[config.mk]
export PLATFORM = sky130hd
export DESIGN_NAME = a2_bridge_target
export DESIGN_NICKNAME = d
export VERILOG_FILES = /design/src/rtl/a2_bridge_target.sv
export SDC_FILE = /design/constraint.sdc
export NUM_CORES = 1
export LEC_CHECK = 0
export ABC_AREA = 1
export CAP_MARGIN = 20
export CORE_UTILIZATION = 47
export CTS_CLUSTER_DIAMETER = 150
export DETAILED_ROUTE_END_ITERATION = 7
export GPL_ROUTABILITY_DRIVEN = 0
export GPL_TIMING_DRIVEN = 0
export PLACE_DENSITY = 0.72
export SYNTH_ARGS = -nofsm -noshare
export SYNTH_HDL_FRONTEND = slang
export SYNTH_SLANG_ARGS = --single-unit
export TNS_END_PERCENT = 5
[constraint.sdc]
create_clock -name clk_logic -period 3.9 [get_ports clk_logic]
set_input_delay 0.78 -clock clk_logic [delete_from_list [all_inputs] [get_ports clk_logic]]
set_output_delay 0.78 -clock clk_logic [all_outputs]
set_load 0.05 [all_outputs]
[src/rtl/a2_bridge_target.sv]
// a2_bridge_target: target end of the A2Bridge bus; generates Apple clocks/reset,
// replays queued bus cycles and captures bytes written by the initiator.
module a2_bridge_target #(
    parameter int H7_CLKS          = 4,
    parameter int RESET_PHI_CYCLES = 4,
    parameter int DEPTH            = 4
) (
    input  logic        clk_logic,
    input  logic        reset,
    input  logic        cyc_valid_i,
    output logic        cyc_ready_o,
    input  logic [15:0] cyc_addr_i,
    input  logic [7:0]  cyc_data_i,
    input  logic [7:0]  cyc_ctrl_i,
    output logic        a2_phi1,
    output logic        a2_7M,
    output logic        a2_reset_n,
    input  logic [2:0]  a2_bridge_sel_i,
    input  logic        a2_bridge_bus_a_oe_n_i,
    input  logic        a2_bridge_bus_d_oe_n_i,
    input  logic        a2_bridge_rd_n_i,
    input  logic        a2_bridge_wr_n_i,
    input  logic [7:0]  a2_bridge_d_i,
    output logic [7:0]  a2_bridge_d_o,
    output logic        a2_bridge_d_oe_o,
    output logic        wr_valid_o,
    output logic [7:0]  wr_data_o,
    output logic [15:0] wr_addr_o,
    output logic [15:0] underrun_o
);
    localparam int DW = $clog2(H7_CLKS);
    localparam int RW = $clog2(RESET_PHI_CYCLES + 1);
    localparam int PW = $clog2(DEPTH);

    logic [DW-1:0] div_q, div_d;
    logic [2:0]    ph_q, ph_d;
    logic [RW-1:0] rise_q, rise_d;
    logic          m7_q, phi_q, rstn_q, rstn_d;
    logic          tog, rise, adv;

    logic [31:0]   mem_q [DEPTH];
    logic [PW-1:0] wp_q, rp_q;
    logic [PW:0]   cnt_q, cnt_d;
    logic          ready_q, push, pop;

    logic [15:0]   addr_q, und_q;
    logic [7:0]    data_q, ctrl_q;

    logic          oe_d, oe_q;
    logic [7:0]    byte_d, d_d, d_q;
    logic          hit, pend_q, wv_q;
    logic [7:0]    latch_q, wd_q;
    logic [15:0]   wa_q;

    assign tog    = div_q == DW'(H7_CLKS - 1);
    assign rise   = tog && ph_q == 3'd6 && !phi_q;
    assign adv    = rise && rstn_q;
    assign div_d  = tog ? '0 : div_q + 1'b1;
    assign ph_d   = !tog ? ph_q : (ph_q == 3'd6 ? 3'd0 : ph_q + 3'd1);
    assign rise_d = (rise && rise_q != RW'(RESET_PHI_CYCLES)) ? rise_q + 1'b1 : rise_q;
    // reset_n follows one clock after the counter reaches its target
    assign rstn_d = rstn_q || rise_q == RW'(RESET_PHI_CYCLES);

    assign push  = cyc_valid_i && ready_q;
    assign pop   = adv && cnt_q != '0;
    assign cnt_d = cnt_q + (PW+1)'(push) - (PW+1)'(pop);

    always_ff @(posedge clk_logic) begin
        if (reset) begin
            div_q   <= '0;
            ph_q    <= '0;
            rise_q  <= '0;
            m7_q    <= 1'b0;
            phi_q   <= 1'b0;
            rstn_q  <= 1'b0;
            wp_q    <= '0;
            rp_q    <= '0;
            cnt_q   <= '0;
            ready_q <= 1'b0;
            addr_q  <= '0;
            data_q  <= 8'hFF;
            ctrl_q  <= 8'hFF;
            und_q   <= '0;
        end else begin
            div_q   <= div_d;
            ph_q    <= ph_d;
            rise_q  <= rise_d;
            m7_q    <= m7_q ^ tog;
            phi_q   <= phi_q ^ (tog && ph_q == 3'd6);
            rstn_q  <= rstn_d;
            wp_q    <= wp_q + PW'(push);
            rp_q    <= rp_q + PW'(pop);
            cnt_q   <= cnt_d;
            ready_q <= cnt_d != (PW+1)'(DEPTH);
            if (pop) begin
                {addr_q, data_q, ctrl_q} <= mem_q[rp_q];
            end else if (adv) begin
                data_q <= 8'hFF;
                ctrl_q <= 8'hFF;
                und_q  <= (und_q == 16'hFFFF) ? und_q : und_q + 16'd1;
            end
        end
    end

    always_ff @(posedge clk_logic) begin
        if (push) mem_q[wp_q] <= {cyc_addr_i, cyc_data_i, cyc_ctrl_i};
    end

    // a simultaneous write strobe suppresses the read response
    always_comb begin
        oe_d   = !a2_bridge_rd_n_i && a2_bridge_wr_n_i &&
                 (a2_bridge_sel_i[2] || (a2_bridge_sel_i[1] ? !a2_bridge_bus_d_oe_n_i : !a2_bridge_bus_a_oe_n_i));
        byte_d = a2_bridge_sel_i[2] ? 8'hFF :
                 a2_bridge_sel_i[1] ? (a2_bridge_sel_i[0] ? ctrl_q : data_q) :
                                      (a2_bridge_sel_i[0] ? addr_q[15:8] : addr_q[7:0]);
        d_d    = oe_d ? byte_d : 8'hFF;
    end

    assign hit = !a2_bridge_wr_n_i && a2_bridge_sel_i == 3'd2 && !a2_bridge_bus_d_oe_n_i;

    always_ff @(posedge clk_logic) begin
        if (reset) begin
            oe_q    <= 1'b0;
            d_q     <= 8'hFF;
            pend_q  <= 1'b0;
            wv_q    <= 1'b0;
            latch_q <= '0;
            wd_q    <= '0;
            wa_q    <= '0;
        end else begin
            oe_q   <= oe_d;
            d_q    <= d_d;
            wv_q   <= a2_bridge_wr_n_i && pend_q;
            pend_q <= hit || (pend_q && !a2_bridge_wr_n_i);
            if (a2_bridge_wr_n_i && pend_q) begin
                wd_q <= latch_q;
                wa_q <= addr_q;
            end
            if (hit) latch_q <= a2_bridge_d_i;
        end
    end

    assign cyc_ready_o      = ready_q;
    assign a2_phi1          = phi_q;
    assign a2_7M            = m7_q;
    assign a2_reset_n       = rstn_q;
    assign a2_bridge_d_o    = d_q;
    assign a2_bridge_d_oe_o = oe_q;
    assign wr_valid_o       = wv_q;
    assign wr_data_o        = wd_q;
    assign wr_addr_o        = wa_q;
    assign underrun_o       = und_q;
endmodule

==> reports/metrics.cfg, run 1 <==
[outcome]
status = finished clean

[clocking]
cts_tree = done
root_buffer = clkbuf_16
htreeDepth = 1
worstSkewPairLatency_ns = 0.54
cts_repair_resize_count = 0
cts_buffers = 25
ctsLongestPathBuffers = 3
cts.reportedPaths.clkPinSlew_ns = 0.06
cts_sinks = 238
cts_setup_buffers = 0
hold_buffers = 0

[grt]
grt_max_degree = 14
grt_pass1_vias = 6725
grt_overflow = 0
antenna_found_initial = 0
track_usage_pct = 22.0
grt_pass1_wl_mm = 34.5

[route]
routedWlPerCell_um = 16.5
drtIter0Drc = 429
avgViaCountPerCell = 5.25
wl_met1_mm = 9.30
dr.max_layer_used = met4
wl_met3_mm = 1.62
dr.pass1.iters = 6
drc = 0
via_count = 6985
met2_length_mm = 10.6
drt-total-wl_mm = 21.9
final_antenna_net_count = 0

[run]
drv_cap = 0

[final_layout]
antenna_cells = 0
layout-drive-gt1-share_pct = 10.5
stdcell_count = 1331
nNetsFinal = 1113
syn_to_final_growth_pct = 24.4
fillers = 1607

[synthesis]
ys_async_sr_fraction_pct = 0
yosysTopAreaCell = edfxtp_1
netlist_area_um2 = 9270
synth_common_cells = 221 x nor2_1, 129 x o21ai_0, 128 x edfxtp_1
yosysSeqAreaShare_pct = 65.2
synth_cell_types = 36
synth_edf_count = 128
synth_seq_cells = 238
ys_dominant_reg_cell = edfxtp_1
yosysMostFrequentCell = nor2_1
synth_fp_nets = 973
synth.area.top_cells = edfxtp_1 41%, dfxtp_1 24%, nor2_1 8.9%
synth_top_area_share_pct = 41.5
syn_inst = 915
syn_avg_cell_area_um2 = 10.1
synth_warnings = 0

[timing]
maxSlewViolCount = 0
rsz0062_at_grt = false
fin_crit_ns = 3.21
max_freq_mhz = 311
fin_skew_ns = 0.0224
slew_headroom_pct = 30.2
setup_viol = 0
final-hold-violation-count = 0
post-route-period-util_pct = 82.3
worst_slew_pin_slew_ns = 1.04

[critical_path]
required_ns = 4.31
crit_slowest_cell = fa_1
path_class = reg2reg
cp_cell_sequence = ha_1 > clkbuf_1 > nand3_1 > nor2_1 > ha_1 > nand2_2 > inv_4 > nand2_4 > buf_2 > xor2_1 > ha_1 > inv_1 > fa_1 > xnor2_1 > xor2_1 > o21ai_0 > inv_1
arrival_ns = 3.62
max_stage_delay_ns = 0.37
start_kind = flop
endpoint_kind = flop
crit_fanout = 10
cp_common_cell = ha_1

[power_and_ir_drop]
p_seq_share_pct = 52.0
p_clk_share_pct = 42.9
p_leak_nw = 4.10
swShare_pct = 21.3
ir_drop_mv = 0.397
fin_total_pwr_mw = 5.23
internal-power_mw = 4.12
power.switching_mw = 1.12
combinationalPowerShare_pct = 5.2
p_per_area_nw_per_um2 = 454

[die]
std_cell_rows = 50
die_area_um2 = 20300
ios = 104
die_w_um = 142
die_y_um = 142
core_area_um2 = 19000
initial_utilization_pct = 48.7

[placed_design]
portBuffers = 101
dp_hpwl_mm = 15.9
dp.cells = 1288

[worst_hold_path]
min_path_type = reg2reg

==> metrics by stage <==
step	hold slack, ns	cell area [µm²]	setup WS (ns)	setup TNS, ns	util (%)
final	0.443	11500	0.689	0	60.6
after global routing	0.475	11500	0.330	0	60.6
after CTS	0.449	11500	0.643	0	60.6
after detailed placement	0.440	10800	0.661	0	56.5
after global placement	0.414	10600	-1.87	-229.15	55.8
after floorplan	0.404	9270	0.291	0	-
==> power groups by stage <==
stage,clock network (mW),registers (mW),logic (mW)
finish,2.24,2.72,0.272
global route,2.37,2.72,0.299
CTS,2.27,2.72,0.272
detailed placement,0,2.77,0.271
global placement,0,2.78,0.253
floorplan,0,2.79,0.122
==> cell families (layout without fill, tap and decap cells) <==
kind of cell	Yosys count	count (layout)	share of synthesized area, %
XOR/XNOR	6	6	0.567
adder cells (fa/ha/maj)	8	8	1.16
buffers and inverters	91	247	4.17
AND/OR/NAND/NOR	371	371	17.1
flip-flops	238	238	65.2
AO/OA/AOI/OAI	201	201	11.8
==> area by class of cell <==
cell class	instances	area [µm²]	area share [%]
flip-flops and latches	238	6050	52.4
multi-input cells	586	2860	24.8
repair buffers	113	1140	9.88
clock buffers	33	686	5.95
well taps	260	325	2.82
plain buffers	49	224	1.94
inverters	42	163	1.41
clock inverters	10	91.3	0.792
==> final timing paths <==
kind,start,slack [ns],cells after the start,end
worst max-delay path,div_q[0],0.69,17,cyc_ready_o
worst min register to register,div_q[0],0.44,1,div_q[0]
worst min-delay path,div_q[0],0.44,1,div_q[0]
worst max register to register,div_q[0],0.69,17,cyc_ready_o
==> registers in the layout (all words and copies together), names as in the netlist, 3 cells and up <==
name and cells:
a2_bridge_d_o 8, addr_q 16, cnt_q 3, ctrl_q 8
data_q 8, latch_q 8, mem_q 128, ph_q 3
rise_q 3, underrun_o 16, wr_addr_o 16, wr_data_o 8
==> critical path, delay by kind of cell, from the launching register on <==
family / cells / cell delay, ns
AOI/OAI and AO/OA: 1 / 0.16
buffers and inverters: 5 / 0.70
and+or+nand+nor: 4 / 0.52
DFF: 1 / 0.34
xor gates and xnor gates: 3 / 0.44
adders and majority gates: 4 / 0.92
==> layer usage <==
| metal | global-route usage, % | vias to the layer above |
|---|---|---|
| met2 | 38.5 | 219 |
| met3 | 4.04 | 30 |
| met5 | 0 | - |
| met4 | 6.06 | 0 |
| li1 | - | 3419 |
| met1 | 27.9 | 3317 |
==> placed cells by master, fill, tap and decap left out, types with 4 or more instances in the layout <==
cell type        netlist  final
nand3_1               28     28
o211ai_1              16     16
buf_6                  2     12
clkdlybuf4s50_1        0    101
buf_2                 17     17
nor2_2                 6      6
clkbuf_16              0     25
clkbuf_1              28     33
nand2_2                4      4
o21ai_1                4      4
a21oi_1               19     19
inv_1                 37     37
or2_2                 16     16
o22ai_1               16     16
ha_1                   7      7
dfxtp_1              110    110
nand3_2                5      5
clkinv_2               0      6
nand4_1                4      4
nand2_1               73     73
nor3_1                 9      5
xnor2_1                4      4
o21ai_0              129    129
nor3_2                 0      4
a31oi_1               16     16
nor2_1               221    221
edfxtp_1             128    128
(Power assumes the default switching activity.)
==> inputs of run 2 (changes only) <==
--- a/config.mk
+++ b/config.mk
@@ -12,7 +12,7 @@
 export DETAILED_ROUTE_END_ITERATION = 7
 export GPL_ROUTABILITY_DRIVEN = 0
 export GPL_TIMING_DRIVEN = 0
-export PLACE_DENSITY = 0.72
+export PLACE_DENSITY = 0.74
 export SYNTH_ARGS = -nofsm -noshare
 export SYNTH_HDL_FRONTEND = slang
 export SYNTH_SLANG_ARGS = --single-unit
==> constraint.sdc (replaced) <==
create_clock -name clk_logic -period 2.75 [get_ports clk_logic]
set_input_delay 0.55 -clock clk_logic [delete_from_list [all_inputs] [get_ports clk_logic]]
set_output_delay 0.55 -clock clk_logic [all_outputs]
set_load 0.05 [all_outputs]
==> reports/metrics.cfg, run 2 (synthesis gave the netlist of run 1 again) <==
[timing]
setup_viol = 0  ; unchanged
worst_slew_pin_slew_ns = 0.896  ; -0.145 ns
layout_setup_ws_ns = 0.157  ; -0.532 ns
fin_crit_ns = 2.59  ; -0.618 ns
max_freq_mhz = 386  ; +24%
maxSlewViolCount = 0  ; unchanged
fin_skew_ns = 0.00670  ; -0.0157 ns
post-route-period-util_pct = 94.3  ; +12 points
slew_headroom_pct = 39.9  ; +9.7 points
final-hold-violation-count = 0  ; unchanged

[route]
routedWlPerCell_um = 16.3  ; -1.0%
dr.pass1.iters = 5  ; -1
final_antenna_net_count = 0  ; unchanged
drtIter0Drc = 534  ; +24%
avgViaCountPerCell = 5.30  ; +1.1%
drc = 0  ; unchanged
drt-total-wl_mm = 21.8  ; -0.34%
via_count = 7108  ; +1.8%

[clocking]
htreeDepth = 1  ; unchanged
ctsLongestPathBuffers = 3  ; unchanged
cts_buffers = 25  ; unchanged
hold_buffers = 0  ; unchanged
root_buffer = clkbuf_16
cts.reportedPaths.clkPinSlew_ns = 0.06  ; about the same
cts_sinks = 238  ; unchanged
cts_tree = done
worstSkewPairLatency_ns = 0.53  ; about the same

[power_and_ir_drop]
p_leak_nw = 4.20  ; +2.3%
p_seq_share_pct = 50.4  ; -1.6 points
combinationalPowerShare_pct = 5.2  ; about the same
fin_total_pwr_mw = 7.65  ; +46%
power.switching_mw = 1.63  ; +46%
internal-power_mw = 6.02  ; +46%
p_clk_share_pct = 44.4  ; +1.5 points
p_per_area_nw_per_um2 = 653  ; +44%
swShare_pct = 21.3  ; -0.059 points
ir_drop_mv = 0.606  ; +53%

[placed_design]
pre_cts_ws_ns = -0.487  ; -1.15 ns
dp_hpwl_mm = 15.6  ; -1.9%
portBuffers = 101  ; unchanged

[grt]
antenna_found_initial = 0  ; unchanged
grt_pass1_vias = 6704  ; -0.31%
grt_max_degree = 15  ; +1
track_usage_pct = 21.9  ; -0.063 points
grt_overflow = 0  ; unchanged
grt_pass1_wl_mm = 34.4  ; about the same

[critical_path]
max_stage_delay_ns = 0.37  ; about the same
worstReg2RegStart = div_q[1]
start_kind = flop
r2r_slack_ns = 0.16  ; -0.53 ns
crit_slowest_cell = fa_1
cp_cell_sequence = ha_4 > nand3_1 > nor2_1 > ha_2 > nand2_4 > inv_4 > nand2_8 > xor2_2 > ha_1 > inv_1 > fa_1 > xnor2_1 > xor2_1 > o21ai_1 > inv_1
path_buf_inv = 3  ; -2
path_class = reg2reg
reg2reg_to = cyc_ready_o
endpoint_kind = flop
required_ns = 3.17  ; -1.14 ns
arrival_ns = 3.02  ; -0.60 ns
cp_common_cell = inv_1
ff2ff_path_depth = 15  ; -2
cp_top_family = adder cells
crit_fanout = 8  ; -2

[run]
drv_cap = 0  ; unchanged

[final_layout]
syn_to_final_growth_pct = 26.4
antenna_cells = 0  ; unchanged
final_common_cell = nor2_1
multiInputGateArea_um2 = 2890  ; +1.3%
layout-drive-gt1-share_pct = 12.0  ; +1.6 points
mostFrequentLayoutCells = 221 x nor2_1, 128 x o21ai_0, 128 x edfxtp_1
nNetsFinal = 1121  ; +0.72%
largest_reg_flops = 128  ; unchanged
fillers = 1571  ; -2.2%
final-seq-area_um2 = 6050  ; about the same
regMostFlops = mem_q
utilization_pct = 61.6  ; +1.0 points

[die]
ios = 104  ; unchanged
die_w_um = 142  ; unchanged
initial_utilization_pct = 48.7  ; unchanged
core_area_um2 = 19000  ; unchanged
die_y_um = 142  ; unchanged
std_cell_rows = 50  ; unchanged
die_area_um2 = 20300  ; unchanged

[worst_hold_path]
holdPathEnd = a2_bridge_d_o[3]
min-delay-start = a2_bridge_sel_i[1]
min_path_cells = 4  ; +3
min_path_type = in2reg

[outcome]
status = finished clean

## run 2: cell count changes in the layout (fill, tap and decap cells not counted), moves of 2 or more
cell / before / now
buf_6: 12 / 10
buf_8: 0 / 3
buf_4: 3 / 12
ha_1: 7 / 5
clkbuf_8: 3 / 5
clkbuf_16: 25 / 27
clkbuf_1: 33 / 29
## run 2: cell type report
type	instances	share of cell area [%]
Buffer	47	1.85
Clock buffer	35	6.45
Clock inverter	9	0.779
Inverter	42	1.39
Multi-Input combinational cell	586	24.7
Sequential cell	238	51.6
Tap cell	260	2.78
Timing Repair Buffer	123	10.5
## run 2: power groups by stage
stage / registers (mW) / clock network [mW] / logic [mW]
detailed placement: 3.93 / 0 / 0.387
CTS: 3.86 / 3.43 / 0.391
finish: 3.86 / 3.39 / 0.400
global placement: 3.94 / 0 / 0.359
floorplan: 3.96 / 0 / 0.172
global route: 3.86 / 3.57 / 0.441
## run 2: repair_timing
item / CTS / global route
pin swaps: 1 / 3
endpoints found under the setup margin: 3 / 2
gates resized for setup: 9 / 2
setup buffers: 2 / 8
hold endpoints to repair: 0 / 0
## run 2: worst max path at each step
stage	start	endpoint	cells after the start
2_1_floorplan	cyc_ready_o	mem_q[0][0]	2
3_3_place_gp	cyc_valid_i	mem_q[0][8]	3
3_5_place_dp	div_q[0]	cyc_ready_o	17
4_1_cts	div_q[0]	cyc_ready_o	16
5_1_grt	div_q[1]	cyc_ready_o	15
6_report	div_q[1]	cyc_ready_o	15
## run 2: worst reg2reg max path: cells and delay by family, from the launching register on
kind,cells,cell delay (ns)
xor+xnor,3,0.45
buf+inv,3,0.19
fa+ha+maj,4,0.93
compound gates,1,0.16
flops,1,0.35
simple gates,4,0.42
## run 2: stage by stage
step	cell area [µm²]	hold slack, ns	cells	TNS, ns
6_report	11700	0.416	1340	0
5_1_grt	11700	0.440	1340	-0.0203
4_1_cts	11700	0.406	1333	0
3_5_place_dp	10800	0.418	1288	-1.05
3_3_place_gp	10600	0.414	1276	-342.51
2_1_floorplan	9270	0.404	915	-103.31
## run 2: per-layer routing
layer	up-vias	GRT usage (%)	share of wire [%]
met5	-	0	0
met2	242	37.0	48
li1	3450	-	-
met1	3384	29.2	44
met4	0	6.11	1.7
met3	32	3.60	6.4
==> inputs of run 3 (changes only) <==
--- a/config.mk
+++ b/config.mk
@@ -7,12 +7,12 @@
 export LEC_CHECK = 0
 export ABC_AREA = 1
 export CAP_MARGIN = 20
-export CORE_UTILIZATION = 47
+export CORE_UTILIZATION = 50
 export CTS_CLUSTER_DIAMETER = 150
 export DETAILED_ROUTE_END_ITERATION = 7
 export GPL_ROUTABILITY_DRIVEN = 0
 export GPL_TIMING_DRIVEN = 0
-export PLACE_DENSITY = 0.74
+export PLACE_DENSITY = 0.78
 export SYNTH_ARGS = -nofsm -noshare
 export SYNTH_HDL_FRONTEND = slang
 export SYNTH_SLANG_ARGS = --single-unit
==> reports/metrics.cfg, run 3 (synthesis gave the netlist of run 1 again) <==
[grt]
grt_max_degree = 15  ; unchanged
track_usage_pct = 23.3  ; +1.4 points
grt_pass1_vias = 6747  ; +0.64%
grt_overflow = 0  ; unchanged
grt_pass1_wl_mm = 35.2  ; +2.3%
antenna_found_initial = 0  ; unchanged

[route]
routedWlPerCell_um = 16.6  ; +2.0%
via_count = 6845  ; -3.7%
dr.pass1.iters = 6  ; +1
final_antenna_net_count = 0  ; unchanged
avgViaCountPerCell = 5.25  ; -0.97%
drc = 28  ; +28
drtIter0Drc = 487  ; -8.8%
drt-total-wl_mm = 21.7  ; -0.81%

[timing]
maxSlewViolCount = 0  ; unchanged
fin_skew_ns = 0.0147  ; +0.00799 ns
post-route-period-util_pct = 95.5  ; +1.2 points
slew_headroom_pct = 53.2  ; +13 points
final-hold-violation-count = 0  ; unchanged
fin_crit_ns = 2.63  ; +0.0338 ns
setup_viol = 0  ; unchanged
max_freq_mhz = 381  ; -1.3%
rsz0062_at_grt = false
worst_slew_pin_slew_ns = 0.699  ; -0.198 ns

[clocking]
cts_sinks = 238  ; unchanged
cts_buffers = 24  ; -4.0%
root_buffer = clkbuf_16
ctsLongestPathBuffers = 3  ; unchanged
hold_buffers = 0  ; unchanged
htreeDepth = 1  ; unchanged
cts.reportedPaths.clkPinSlew_ns = 0.06  ; about the same
cts_tree = done
worstSkewPairLatency_ns = 0.51  ; -0.02 ns

[die]
die_y_um = 138  ; -3.0%
std_cell_rows = 49  ; -2.0%
die_w_um = 138  ; -3.0%
die_area_um2 = 19100  ; -5.9%
core_area_um2 = 18100  ; -4.9%
ios = 104  ; unchanged
initial_utilization_pct = 51.2  ; +2.5 points

[power_and_ir_drop]
fin_total_pwr_mw = 7.35  ; -3.9%
p_per_area_nw_per_um2 = 637  ; -2.4%
p_leak_nw = 4.13  ; -1.6%
ir_drop_mv = 0.528  ; -13%

[final_layout]
syn_to_final_growth_pct = 24.5
antenna_cells = 0  ; unchanged
nNetsFinal = 1114  ; -0.62%
utilization_pct = 63.8  ; +2.2 points
largest_reg_flops = 128  ; unchanged
final_common_cell = nor2_1
mostFrequentLayoutCells = 221 x nor2_1, 128 x o21ai_0, 128 x edfxtp_1
regMostFlops = mem_q
layout-drive-gt1-share_pct = 10.9  ; -1.1 points

[worst_hold_path]
min_path_type = in2reg

[critical_path]
start_kind = flop
path_class = reg2reg
crit_slowest_cell = dfxtp_1
path_buf_inv = 4  ; +1
max_stage_delay_ns = 0.36  ; about the same
cp_top_family = adder cells
required_ns = 3.16  ; about the same
crit_fanout = 10  ; +2
endpoint_kind = flop
cp_cell_sequence = ha_4 > nand3_1 > nor2_1 > ha_2 > nand2_4 > inv_4 > nand2_4 > buf_6 > xor2_2 > ha_1 > inv_1 > fa_2 > xnor2_2 > xor2_1 > o21ai_1 > inv_1
arrival_ns = 3.04  ; +0.02 ns

[placed_design]
dp_hpwl_mm = 15.5  ; -0.20%
portBuffers = 101  ; unchanged

[outcome]
status = finished, violations left
violations = design-rule violations

[run]
drv_cap = 0  ; unchanged

[run 3: cell types whose count changed in the layout (fill, tap and decap cells not counted), moves of 2 or more]
cell	before	now
buf_4	12	4
clkinv_2	6	2
buf_6	10	14
clkbuf_1	29	33
clkbuf_8	5	2
clkbuf_16	27	25
clkinv_1	1	6
buf_8	3	1
[run 3: stage by stage]
stage	setup WS, ns	area [µm²]	hold slack (ns)	setup TNS, ns	instances
4_1_cts	0.0195	11500	0.405	0	1303
3_3_place_gp	-2.68	10600	0.415	-339.10	1245
6_report	0.123	11500	0.425	0	1303
2_1_floorplan	-0.806	9270	0.404	-103.31	915
5_1_grt	0.00227	11500	0.438	0	1303
3_5_place_dp	-0.513	10700	0.439	-1.12	1257
[run 3: per-layer routing]
layer / wire [µm] / GRT usage [%]
met3: 1560 / 3.84
met1: 9460 / 31.1
met5: 0 / 0
met4: 358 / 6.21
met2: 10300 / 39.8
[run 3: power breakdown]
part / switching [mW] / internal [mW] / total (mW)
logic: 0.229 / 0.167 / 0.397
registers: 0.0285 / 3.83 / 3.86
clock network: 1.27 / 1.82 / 3.10
total: 1.53 / 5.82 / 7.35
[run 3: repair_timing]
item,4_1_cts,5_1_grt
endpoints found under the setup margin,3,2
hold endpoints to repair,0,0
buffers inserted,3,0
resized for setup,9,3
pin swaps,2,1
[run 3: worst register-to-register path, delay by kind of cell, from the launching register on]
family	cells	cell delay, ns
and+or+nand+nor	4	0.38
adders and majority gates	4	0.88
xor gates and xnor gates	3	0.42
AOI/OAI and AO/OA	1	0.14
DFF	1	0.36
buffers and inverters	4	0.35
[run 3: layout make-up]
cell class | count | area, µm²
Fill cell | 1410 | 6540
Sequential cell | 238 | 6050
Multi-Input combinational cell | 586 | 2890
Timing Repair Buffer | 116 | 1170
Clock buffer | 35 | 687
Tap cell | 229 | 287
Buffer | 48 | 228
Inverter | 42 | 163
Clock inverter | 9 | 65.1
[run 3: final timing paths]
| check | to | startpoint | depth (start not counted) | slack [ns] |
|---|---|---|---|---|
| max | cyc_ready_o | div_q[1] | 16 | 0.12 |
| min | a2_bridge_d_o[3] | a2_bridge_sel_i[1] | 4 | 0.42 |
| max reg2reg | cyc_ready_o | div_q[1] | 16 | 0.12 |
| min reg2reg | div_q[0] | div_q[0] | 1 | 0.43 |
